### src/rtl/wb_stim_pkg.sv
// Shared definitions for the Wishbone stimulus sequencer.
//   WB_DW / WB_SW   : bus data width and byte-select width
//   DEF_DATA_BASE   : default first address treated as load data
//   DEF_NOP_WORD    : default filler instruction for an empty instruction queue
//   state_e         : responder FSM states
package wb_stim_pkg;

  localparam int unsigned WB_DW = 128;
  localparam int unsigned WB_SW = WB_DW / 8;

  localparam logic [31:0] DEF_DATA_BASE = 32'h0000_1000;
  localparam logic [31:0] DEF_NOP_WORD  = 32'hF080_1003;

  typedef enum logic [1:0] {
    IDLE,
    LAT,
    RESP,
    WAITD
  } state_e;

endpackage

### src/rtl/stim_fifo.sv
// Simple synchronous FIFO used for the instruction and data stimulus queues.
//   clk, rst_n : clock, asynchronous active-low reset (clears pointers/count)
//   push, din  : write one entry; dropped when full unless popped the same cycle
//   pop, dout  : dout is the current head (combinational); pop advances it
//   full/empty : occupancy flags
//   count      : occupancy, log2(DEPTH)+1 bits
//   ovf        : single-cycle indication that a push was dropped
module stim_fifo #(
  parameter int unsigned WIDTH = 32,
  parameter int unsigned DEPTH = 4
) (
  input  logic                     clk,
  input  logic                     rst_n,
  input  logic                     push,
  input  logic [WIDTH-1:0]         din,
  input  logic                     pop,
  output logic [WIDTH-1:0]         dout,
  output logic                     full,
  output logic                     empty,
  output logic [$clog2(DEPTH):0]   count,
  output logic                     ovf
);

  localparam int unsigned AW = $clog2(DEPTH);

  logic [WIDTH-1:0] mem [DEPTH];
  logic [AW-1:0]    wr_ptr;
  logic [AW-1:0]    rd_ptr;
  logic             do_push;
  logic             do_pop;

  assign full    = (count == (AW + 1)'(DEPTH));
  assign empty   = (count == '0);
  assign do_pop  = pop && !empty;
  // A push into a full queue is still taken when a pop frees the head slot.
  assign do_push = push && (!full || do_pop);
  assign ovf     = push && full && !do_pop;
  assign dout    = mem[rd_ptr];

  always_ff @(posedge clk or negedge rst_n) begin
    if (!rst_n) begin
      wr_ptr <= '0;
      rd_ptr <= '0;
      count  <= '0;
    end else begin
      if (do_push) wr_ptr <= wr_ptr + AW'(1);
      if (do_pop)  rd_ptr <= rd_ptr + AW'(1);
      case ({do_push, do_pop})
        2'b10:   count <= count + (AW + 1)'(1);
        2'b01:   count <= count - (AW + 1)'(1);
        default: ;
      endcase
    end
  end

  always_ff @(posedge clk) begin
    if (do_push) mem[wr_ptr] <= din;
  end

endmodule

### src/rtl/wb_stim_sequencer.sv
// Wishbone slave that stands in for system memory on the a25_core bus port.
// Reads below DATA_BASE are served from the instruction queue (NOP filler when
// empty); reads at/above DATA_BASE come from the data queue, waiting up to
// TIMEOUT cycles before an error. Writes are reported as a store pulse.
//   i_clk, i_rst_n          : clock, asynchronous active-low reset
//   i_inst_push/i_inst_line : instruction queue fill (128-bit lines)
//   i_data_push/i_data_word : data queue fill (32-bit words)
//   o_iq_full/o_dq_full     : queue full flags
//   o_ovf                   : sticky, a push was dropped on a full queue
//   i_wb_*                  : core request (cyc/stb/we/adr/sel/wdat)
//   o_wb_rdat/ack/err       : registered response, rdat zero outside ack
//   o_st_valid/adr/dat/sel  : store capture pulse and held fields
module wb_stim_sequencer
  import wb_stim_pkg::*;
#(
  parameter int unsigned IQ_DEPTH  = 4,
  parameter int unsigned DQ_DEPTH  = 4,
  parameter int unsigned ACK_LAT   = 1,
  parameter int unsigned TIMEOUT   = 64,
  parameter logic [31:0] DATA_BASE = DEF_DATA_BASE,
  parameter logic [31:0] NOP_WORD  = DEF_NOP_WORD
) (
  input  logic             i_clk,
  input  logic             i_rst_n,
  input  logic             i_inst_push,
  input  logic [WB_DW-1:0] i_inst_line,
  input  logic             i_data_push,
  input  logic [31:0]      i_data_word,
  output logic             o_iq_full,
  output logic             o_dq_full,
  output logic             o_ovf,
  input  logic             i_wb_cyc,
  input  logic             i_wb_stb,
  input  logic             i_wb_we,
  input  logic [31:0]      i_wb_adr,
  input  logic [WB_SW-1:0] i_wb_sel,
  input  logic [WB_DW-1:0] i_wb_wdat,
  output logic [WB_DW-1:0] o_wb_rdat,
  output logic             o_wb_ack,
  output logic             o_wb_err,
  output logic             o_st_valid,
  output logic [31:0]      o_st_adr,
  output logic [WB_DW-1:0] o_st_dat,
  output logic [WB_SW-1:0] o_st_sel
);

  localparam int unsigned TW = $clog2(TIMEOUT + 1);

  state_e           state_q, state_d;
  logic [3:0]       lat_q, lat_d;
  logic [TW-1:0]    wait_q, wait_d;
  logic             we_q;
  logic [31:0]      adr_q;
  logic [WB_SW-1:0] sel_q;
  logic [WB_DW-1:0] wdat_q;

  logic             accept, ack_d, err_d, st_valid_d;
  logic [WB_DW-1:0] rdat_d;
  logic             iq_pop, dq_pop, iq_empty, dq_empty, iq_ovf, dq_ovf;
  logic [WB_DW-1:0] iq_head;
  logic [31:0]      dq_head;
  logic [$clog2(IQ_DEPTH):0] iq_count;
  logic [$clog2(DQ_DEPTH):0] dq_count;

  // Occupancy is not needed by the sequencer itself.
  logic unused_counts;
  assign unused_counts = ^{iq_count, dq_count};

  stim_fifo #(.WIDTH(WB_DW), .DEPTH(IQ_DEPTH)) u_iq (
    .clk(i_clk), .rst_n(i_rst_n), .push(i_inst_push), .din(i_inst_line),
    .pop(iq_pop), .dout(iq_head), .full(o_iq_full), .empty(iq_empty),
    .count(iq_count), .ovf(iq_ovf)
  );

  stim_fifo #(.WIDTH(32), .DEPTH(DQ_DEPTH)) u_dq (
    .clk(i_clk), .rst_n(i_rst_n), .push(i_data_push), .din(i_data_word),
    .pop(dq_pop), .dout(dq_head), .full(o_dq_full), .empty(dq_empty),
    .count(dq_count), .ovf(dq_ovf)
  );

  // The response is decided on the last LAT cycle so the registered ack lands
  // in the cycle after edge N+ACK_LAT; RESP is the ack cycle itself, during
  // which no new request is accepted.
  always_comb begin
    state_d    = state_q;
    lat_d      = lat_q;
    wait_d     = wait_q;
    accept     = 1'b0;
    ack_d      = 1'b0;
    err_d      = 1'b0;
    st_valid_d = 1'b0;
    rdat_d     = '0;
    iq_pop     = 1'b0;
    dq_pop     = 1'b0;
    case (state_q)
      IDLE: begin
        if (i_wb_cyc && i_wb_stb) begin
          accept  = 1'b1;
          lat_d   = 4'(ACK_LAT - 1);
          state_d = LAT;
        end
      end
      LAT: begin
        if (!i_wb_cyc) begin
          state_d = IDLE;
        end else if (lat_q != '0) begin
          lat_d = lat_q - 4'd1;
        end else begin
          state_d = RESP;
          if (we_q) begin
            ack_d      = 1'b1;
            st_valid_d = 1'b1;
          end else if (adr_q < DATA_BASE) begin
            ack_d = 1'b1;
            if (!iq_empty) begin
              rdat_d = iq_head;
              iq_pop = 1'b1;
            end else begin
              rdat_d = {4{NOP_WORD}};
            end
          end else if (!dq_empty) begin
            ack_d  = 1'b1;
            rdat_d = {4{dq_head}};
            dq_pop = 1'b1;
          end else begin
            wait_d  = '0;
            state_d = WAITD;
          end
        end
      end
      WAITD: begin
        if (!i_wb_cyc) begin
          state_d = IDLE;
        end else if (!dq_empty) begin
          ack_d   = 1'b1;
          rdat_d  = {4{dq_head}};
          dq_pop  = 1'b1;
          state_d = RESP;
        end else if (wait_q == TW'(TIMEOUT - 1)) begin
          err_d   = 1'b1;
          state_d = RESP;
        end else begin
          wait_d = wait_q + TW'(1);
        end
      end
      RESP:    state_d = IDLE;
      default: state_d = IDLE;
    endcase
  end

  always_ff @(posedge i_clk or negedge i_rst_n) begin
    if (!i_rst_n) begin
      state_q    <= IDLE;
      lat_q      <= '0;
      wait_q     <= '0;
      we_q       <= 1'b0;
      adr_q      <= '0;
      sel_q      <= '0;
      wdat_q     <= '0;
      o_wb_ack   <= 1'b0;
      o_wb_err   <= 1'b0;
      o_wb_rdat  <= '0;
      o_st_valid <= 1'b0;
      o_st_adr   <= '0;
      o_st_dat   <= '0;
      o_st_sel   <= '0;
      o_ovf      <= 1'b0;
    end else begin
      state_q    <= state_d;
      lat_q      <= lat_d;
      wait_q     <= wait_d;
      if (accept) begin
        we_q   <= i_wb_we;
        adr_q  <= i_wb_adr;
        sel_q  <= i_wb_sel;
        wdat_q <= i_wb_wdat;
      end
      o_wb_ack   <= ack_d;
      o_wb_err   <= err_d;
      o_wb_rdat  <= rdat_d;
      o_st_valid <= st_valid_d;
      if (st_valid_d) begin
        o_st_adr <= adr_q;
        o_st_dat <= wdat_q;
        o_st_sel <= sel_q;
      end
      o_ovf <= o_ovf | iq_ovf | dq_ovf;
    end
  end

endmodule

### config.mk
export PLATFORM = sky130hd
export DESIGN_NAME = wb_stim_sequencer
export DESIGN_NICKNAME = d
export VERILOG_FILES = /design/src/rtl/wb_stim_pkg.sv /design/src/rtl/stim_fifo.sv /design/src/rtl/wb_stim_sequencer.sv
export SDC_FILE = /design/constraint.sdc
export NUM_CORES = 1
export LEC_CHECK = 0
export CORE_MARGIN = 3
export CORE_UTILIZATION = 31
export DETAILED_ROUTE_END_ITERATION = 8
export PLACE_DENSITY = 0.62
export SYNTH_ARGS = -nofsm -noshare
export SYNTH_HDL_FRONTEND = slang
export SYNTH_SLANG_ARGS = --single-unit
### constraint.sdc
create_clock -name i_clk -period 7.6 [get_ports i_clk]
set_input_delay 1.52 -clock i_clk [delete_from_list [all_inputs] [get_ports i_clk]]
set_output_delay 1.52 -clock i_clk [all_outputs]
set_load 0.02 [all_outputs]
## Word-level counts from Yosys, hierarchy flattened

Memory sizes are Yosys's and may differ from the RTL's.
Index checks and enable logic that the tools add are counted.

| word-level totals | value |
|---|---|
| flip-flop bits (word level) | 512 |
| RAM bits | 640 |
| bits of input ports | 343 |
| output and inout port bits | 310 |
| word-level logic and storage cells | 151 |
| memories kept | 2 |

| operators by class | value |
|---|---|
| add/subtract/negate cells | 10 |
| order comparisons | 1 |
| equal/unequal tests | 22 |
| multiplexer cells | 65 |
| bitwise logic cells | 2 |
| reductions and logical operators | 28 |

Memories:

| memory | words | bits a word | rd ports | clocked after memory_dff | wr ports | RTL line | source |
|---|---|---|---|---|---|---|---|
| u_iq.mem | 4 | 128 | 1 | 0 | 1 | stim_fifo.sv:26 | `logic [WIDTH-1:0] mem [DEPTH];` |
| u_dq.mem | 4 | 32 | 1 | 0 | 1 | stim_fifo.sv:26 |  |

Operators with widths:

| operator | number |
|---|---|
| 128-bit 2-to-1 mux | 7 |
| 128-bit one-hot mux with 2 select lines | 1 |
| 7-bit 2-to-1 mux | 8 |
| 1-bit 2-to-1 mux | 33 |
| 32-bit by 13-bit less-than comparator with 1-bit output, second input constant | 1 |
| 2-bit inequality test, second input constant | 10 |
| 7-bit one-hot mux with 2 select lines | 1 |
| 2-bit 2-to-1 mux | 6 |
| 4-bit 2-to-1 mux | 3 |
| 3-bit one-hot mux with 2 select lines | 2 |
| 1-bit logical AND | 9 |
| 9-bit AND reduction | 1 |
| 2-bit by 1-bit adder with 2-bit output, second input constant | 4 |
| 2-bit == test, second input constant | 4 |
| 2-bit one-hot mux with 4 select lines | 1 |
| 4-bit one-hot mux with 2 select lines | 1 |
| 2-bit nonzero test | 4 |
| 7-bit by 1-bit adder with 7-bit output, second input constant | 1 |
| 7-bit by 6-bit == test with 1-bit output, second input constant | 1 |
| 3-bit by 1-bit adder with 3-bit output, second input constant | 2 |
| 2-bit by 1-bit == test with 1-bit output, second input constant | 3 |
| 3-bit == test, second input constant | 2 |
| 1-bit logical NOT | 6 |
| 3-bit logical NOT | 2 |
| 11 further kinds | 15 |

## Longest topological paths before layout

| depth | value |
|---|---|
| depth in word-level cells | 12 |
| gate-level depth with buffers | 12 |
| mapped depth without buffers | 12 |

## By module

A second synthesis with hierarchy kept.

| unflattened totals | value |
|---|---|
| cell total of the unflattened synthesis | 2669 |
| area total of the unflattened synthesis | 43222.7 um^2 |

By module, submodules not included:

| module | times used | cells an instance | area an instance (um^2) | sequential area each (um^2) |
|---|---|---|---|---|
| wb_stim_sequencer | 1 | 1754 | 19246.0 | 12462.0 |
| stim_fifo (u_iq) | 1 | 708 | 18899.4 | 15549.9 |
| stim_fifo (u_dq) | 1 | 207 | 5077.4 | 4018.9 |

## Worst setup path before layout

Ideal clock, no wire load.

| timing path | value |
|---|---|
| path kind | input port to flip-flop |
| start | in i_wb_cyc |
| end | mem u_iq.mem[0][0] (netlist bit), enable pin |
| setup time | 0.502 ns |
| arrival time | 5.432 ns |
| data required time | 7.098 ns |
| slack | 1.666 ns |
| stages | 5 |
| buffers on the path | 0 |
| cell sequence | nand2_1 nor4_2 nand3_1 a21boi_1 and2_1 |

| on the way | value |
|---|---|
| longest elaborated chain between the ends | 7 |

RTL lines:

| element | RTL line | source |
|---|---|---|
| start, declared | wb_stim_sequencer.sv:32 | `input logic i_wb_cyc,` |
| 1-bit 2-to-1 mux | wb_stim_sequencer.sv:104 | `if (!i_wb_cyc) begin` |
| 1-bit 2-to-1 mux | wb_stim_sequencer.sv:95 | `case (state_q)` |
| 1-bit logical AND | stim_fifo.sv:34 | `assign do_pop = pop && !empty;` |
| 1-bit logical OR | stim_fifo.sv:36 | `assign do_push = push && (!full \|\| do_pop);` |
| 1-bit logical AND | stim_fifo.sv:36 |  |
| 1-bit 2-to-1 mux | stim_fifo.sv:57 | `if (do_push) mem[wr_ptr] <= din;` |
| 1-bit 2-to-1 mux (implied by the code) | stim_fifo.sv:57 |  |
| end, declared | stim_fifo.sv:26 |  |

Every way passes these cells.

## Worst setup path after layout

| timing path | value |
|---|---|
| start | in i_wb_cyc |
| end | mem u_iq.mem[1][36] (netlist bit), enable pin |

The elaborated chain is that of the path after synthesis.

==> key figures <==
Yosys
  – Main synth FF type: edfxtp_1
  – Synth top area share: 44.86%
  – Post-synthesis sequential area ratio: roughly three quarters
  – Most common cell in the netlist: edfxtp_1
  – Post-Synthesis Cells: about 2300
  – Post-synth EDFFs: 640
  – Ys Warns: 0
  – Number of synthesized register bits: about 1200
  – Synth area leader: edfxtp_1
  – Synth unique cells: 54
  – FFs w/ async S/R, synth: 44.44%
  – Top cells by count, synth: edfxtp_1, dfrtp_1, mux2_2
  – Synth Cell Area: around 43000 um^2
  – Area contributors post-synth: edfxtp_1, dfrtp_1, mux2_2
  – Syn Nets: about 2600
  – Avg Cell Area, Syn: roughly 19 um^2

Cells and area
  – FILL cells: 12173
  – Layout cells sized above 1: roughly 25%
  – Synth-to-Final Area Change: 29.89%
  – Post-Layout Cell Count: between 4000 and 5000
  – Nets: 3312

Flow run
  – Max cap viols: 0

Clock tree
  – H-tree lvl count: 3
  – Clk buf depth: 3
  – Root Driver: clkbuf_16
  – Postcts setup bufs: 0
  – Clock Latency Late Sink: approximately 750 ps
  – Worst-path clk slew: 60 ps
  – CTS tree: yes
  – Clock sinks: about 1200
  – Hold buffers post-CTS: 0
  – PostCTS Resize Cnt: 0
  – CTS buffer count: 121

Setup path
  – Worst path required time: between 8000 and 9000 ps
  – Worst Path Arrival: between 5000 and 6000 ps
  – Kind of end point of the critical path: register
  – Worst-path fanout max: between 50 and 60
  – CP Launch Type: input port
  – Crit path kind: in -> reg

Floorplan
  – Chip height: 377.8 um
  – Die W: 377.8 um
  – Initial core utilization: a little under a third
  – Site Rows: 135
  – Placeable Area: between 100000 and 150000 um^2
  – Die Area: around 140000 um^2
  – I/O Pins: around 650

Power
  – Power, Total: between 15 and 20 mW
  – Pwr per Cell Area: about 350 nW/um^2
  – Highest ir drop seen on vdd: about 0.21 mV
  – Leakage: between 20 and 25 nW

Timing
  – Period utilization: 60.60%
  – Setup_tns: 0 ps
  – Clock Skew: between 60 and 70 ps
  – Setup-failing EPs final: 0
  – Hold WS: 478.5 ps
  – Final count of hold timing violations: 0
  – Slew @ Worst Pin: roughly 1200 ps
  – Final Max Slew Viols: 0
  – Slew HR: around 22%
  – Final Critical Period: approximately 4600 ps
  – Achievable frequency: roughly 0.22 GHz
  – RSZ-0062 raised after global routing: false

Placed design
  – Placed Cells: 4615
  – I/O Buffers: roughly 650
  – Post-detail-place hpwl: slightly below 80000 um
  – Routability Congestion: approximately 0.75

Detailed routing
  – Final ANT Viol Nets: 0
  – Via density: around 4.8
  – Routed wire length: ~120000 um
  – Post-route DRC: 0
  – Wire per inst: roughly 25 um
  – DR pass1 iterations: 5
  – Routed via count: between 20000 and 25000
  – First DRT Iteration DRCs: roughly 1400

Global route
  – First-pass GRT wire length: ~170000 um
  – GRT overflow: 0
  – Initial antenna violation count: 55
  – Gr usage total: between 10% and 20%
  – Largest net degree at the start of global routing: 176
  – Vias in the first global route: ~24000

Outcome
  – Status: completed

Min path
  – Hold Path Class: reg -> reg
-- metal layers --
layer  vias up  share of wire (%)  global-route usage, %
met5         -               0.39                      0
met3       241                9.9                  7.225
met2       784                 48                  26.99
li1      10160                  -                      -
met1     12001                 39                  19.63
met4        68                2.7                  4.783
-- registers in the layout (all words and copies together) (netlist names), 4 cells and up --
name,cells
o_st_adr,32
o_st_dat,128
u_dq.mem,128
wdat_q,128
adr_q,32
sel_q,16
wait_q,7
lat_q,4
o_st_sel,16
u_iq.mem,512
o_wb_rdat,128
-- critical path, stage by stage --
cell             delay (ps)
clkdlybuf4s50_1         740
nand2_1                 240
nor4_2                  460
nand3_1                 190
a21boi_1                460
and2_4                  830
buf_4                   440
-- logic make-up after synthesis --
family	count (synthesis)	share of synthesized area, %
AO/OA/AOI/OAI	286	3.575
adder cells (fa/ha/maj)	12	0.3855
buffers and inverters	132	1.361
XOR/XNOR	12	0.2453
AND/OR/NAND/NOR	159	1.828
flip-flops	1152	74.77
multiplexers	519	17.84
-- where the power goes --
part           internal [mW]  total, mW  switching, mW  leakage, nW
Combinational           2.07       4.33           2.26         5.95
Clock                   3.53       6.08           2.55         2.04
Sequential              8.23       8.90          0.665         12.3
Total                   13.8       19.3           5.48         20.3
-- cell usage in the layout (no fill, tap or decap), types with 16 or more instances in the layout --
cell	synthesis	layout
o21ai_1	17	17
clkdlybuf4s50_1	0	651
mux4_2	160	160
edfxtp_1	640	640
buf_4	0	17
mux2_2	356	356
clkinv_2	0	30
clkbuf_16	0	121
o21ai_0	114	114
nor2_1	48	46
nand2_1	42	41
a21oi_1	130	130
inv_1	16	16
diode_2	0	19
clkbuf_1	60	22
dfrtp_1	512	508
-- metrics by stage --
step	area, um^2	utilization [%]	worst slack (ps)
final	55650	40.82	2994
after global routing	55610	40.79	2860
after CTS	55600	40.79	3042
after detailed placement	51460	37.75	2232
after global placement	51460	37.75	2282
after floorplan	42840	-	1666
-- layout make-up --
cell class	count	area (um^2)	area share, %
Multi-Input combinational cell	988	10290	18.49
Inverter	16	60.06	0.1079
Clock buffer	157	3303	5.936
Timing Repair Buffer	678	6839	12.29
Sequential cell	1152	32040	57.58
Clock inverter	71	838.3	1.506
Tap cell	1781	2228	4.005
Antenna cell	19	47.55	0.08544
-- final timing paths --
check                          start              end  slack [ps]  cells past startpoint
max                         i_wb_cyc  u_iq.mem[1][36]        2990                      7
min                         adr_q[1]      o_st_adr[1]         480                      1
max reg2reg                adr_q[16]  u_iq.mem[1][36]        3610                      6
min reg2reg                 adr_q[1]      o_st_adr[1]         480                      1
max in group asynchronous    i_rst_n         adr_q[4]        5540                      2
min in group asynchronous    i_rst_n    o_st_dat[117]         700                      1
No activity file was read; power rests on OpenSTA's default activity.
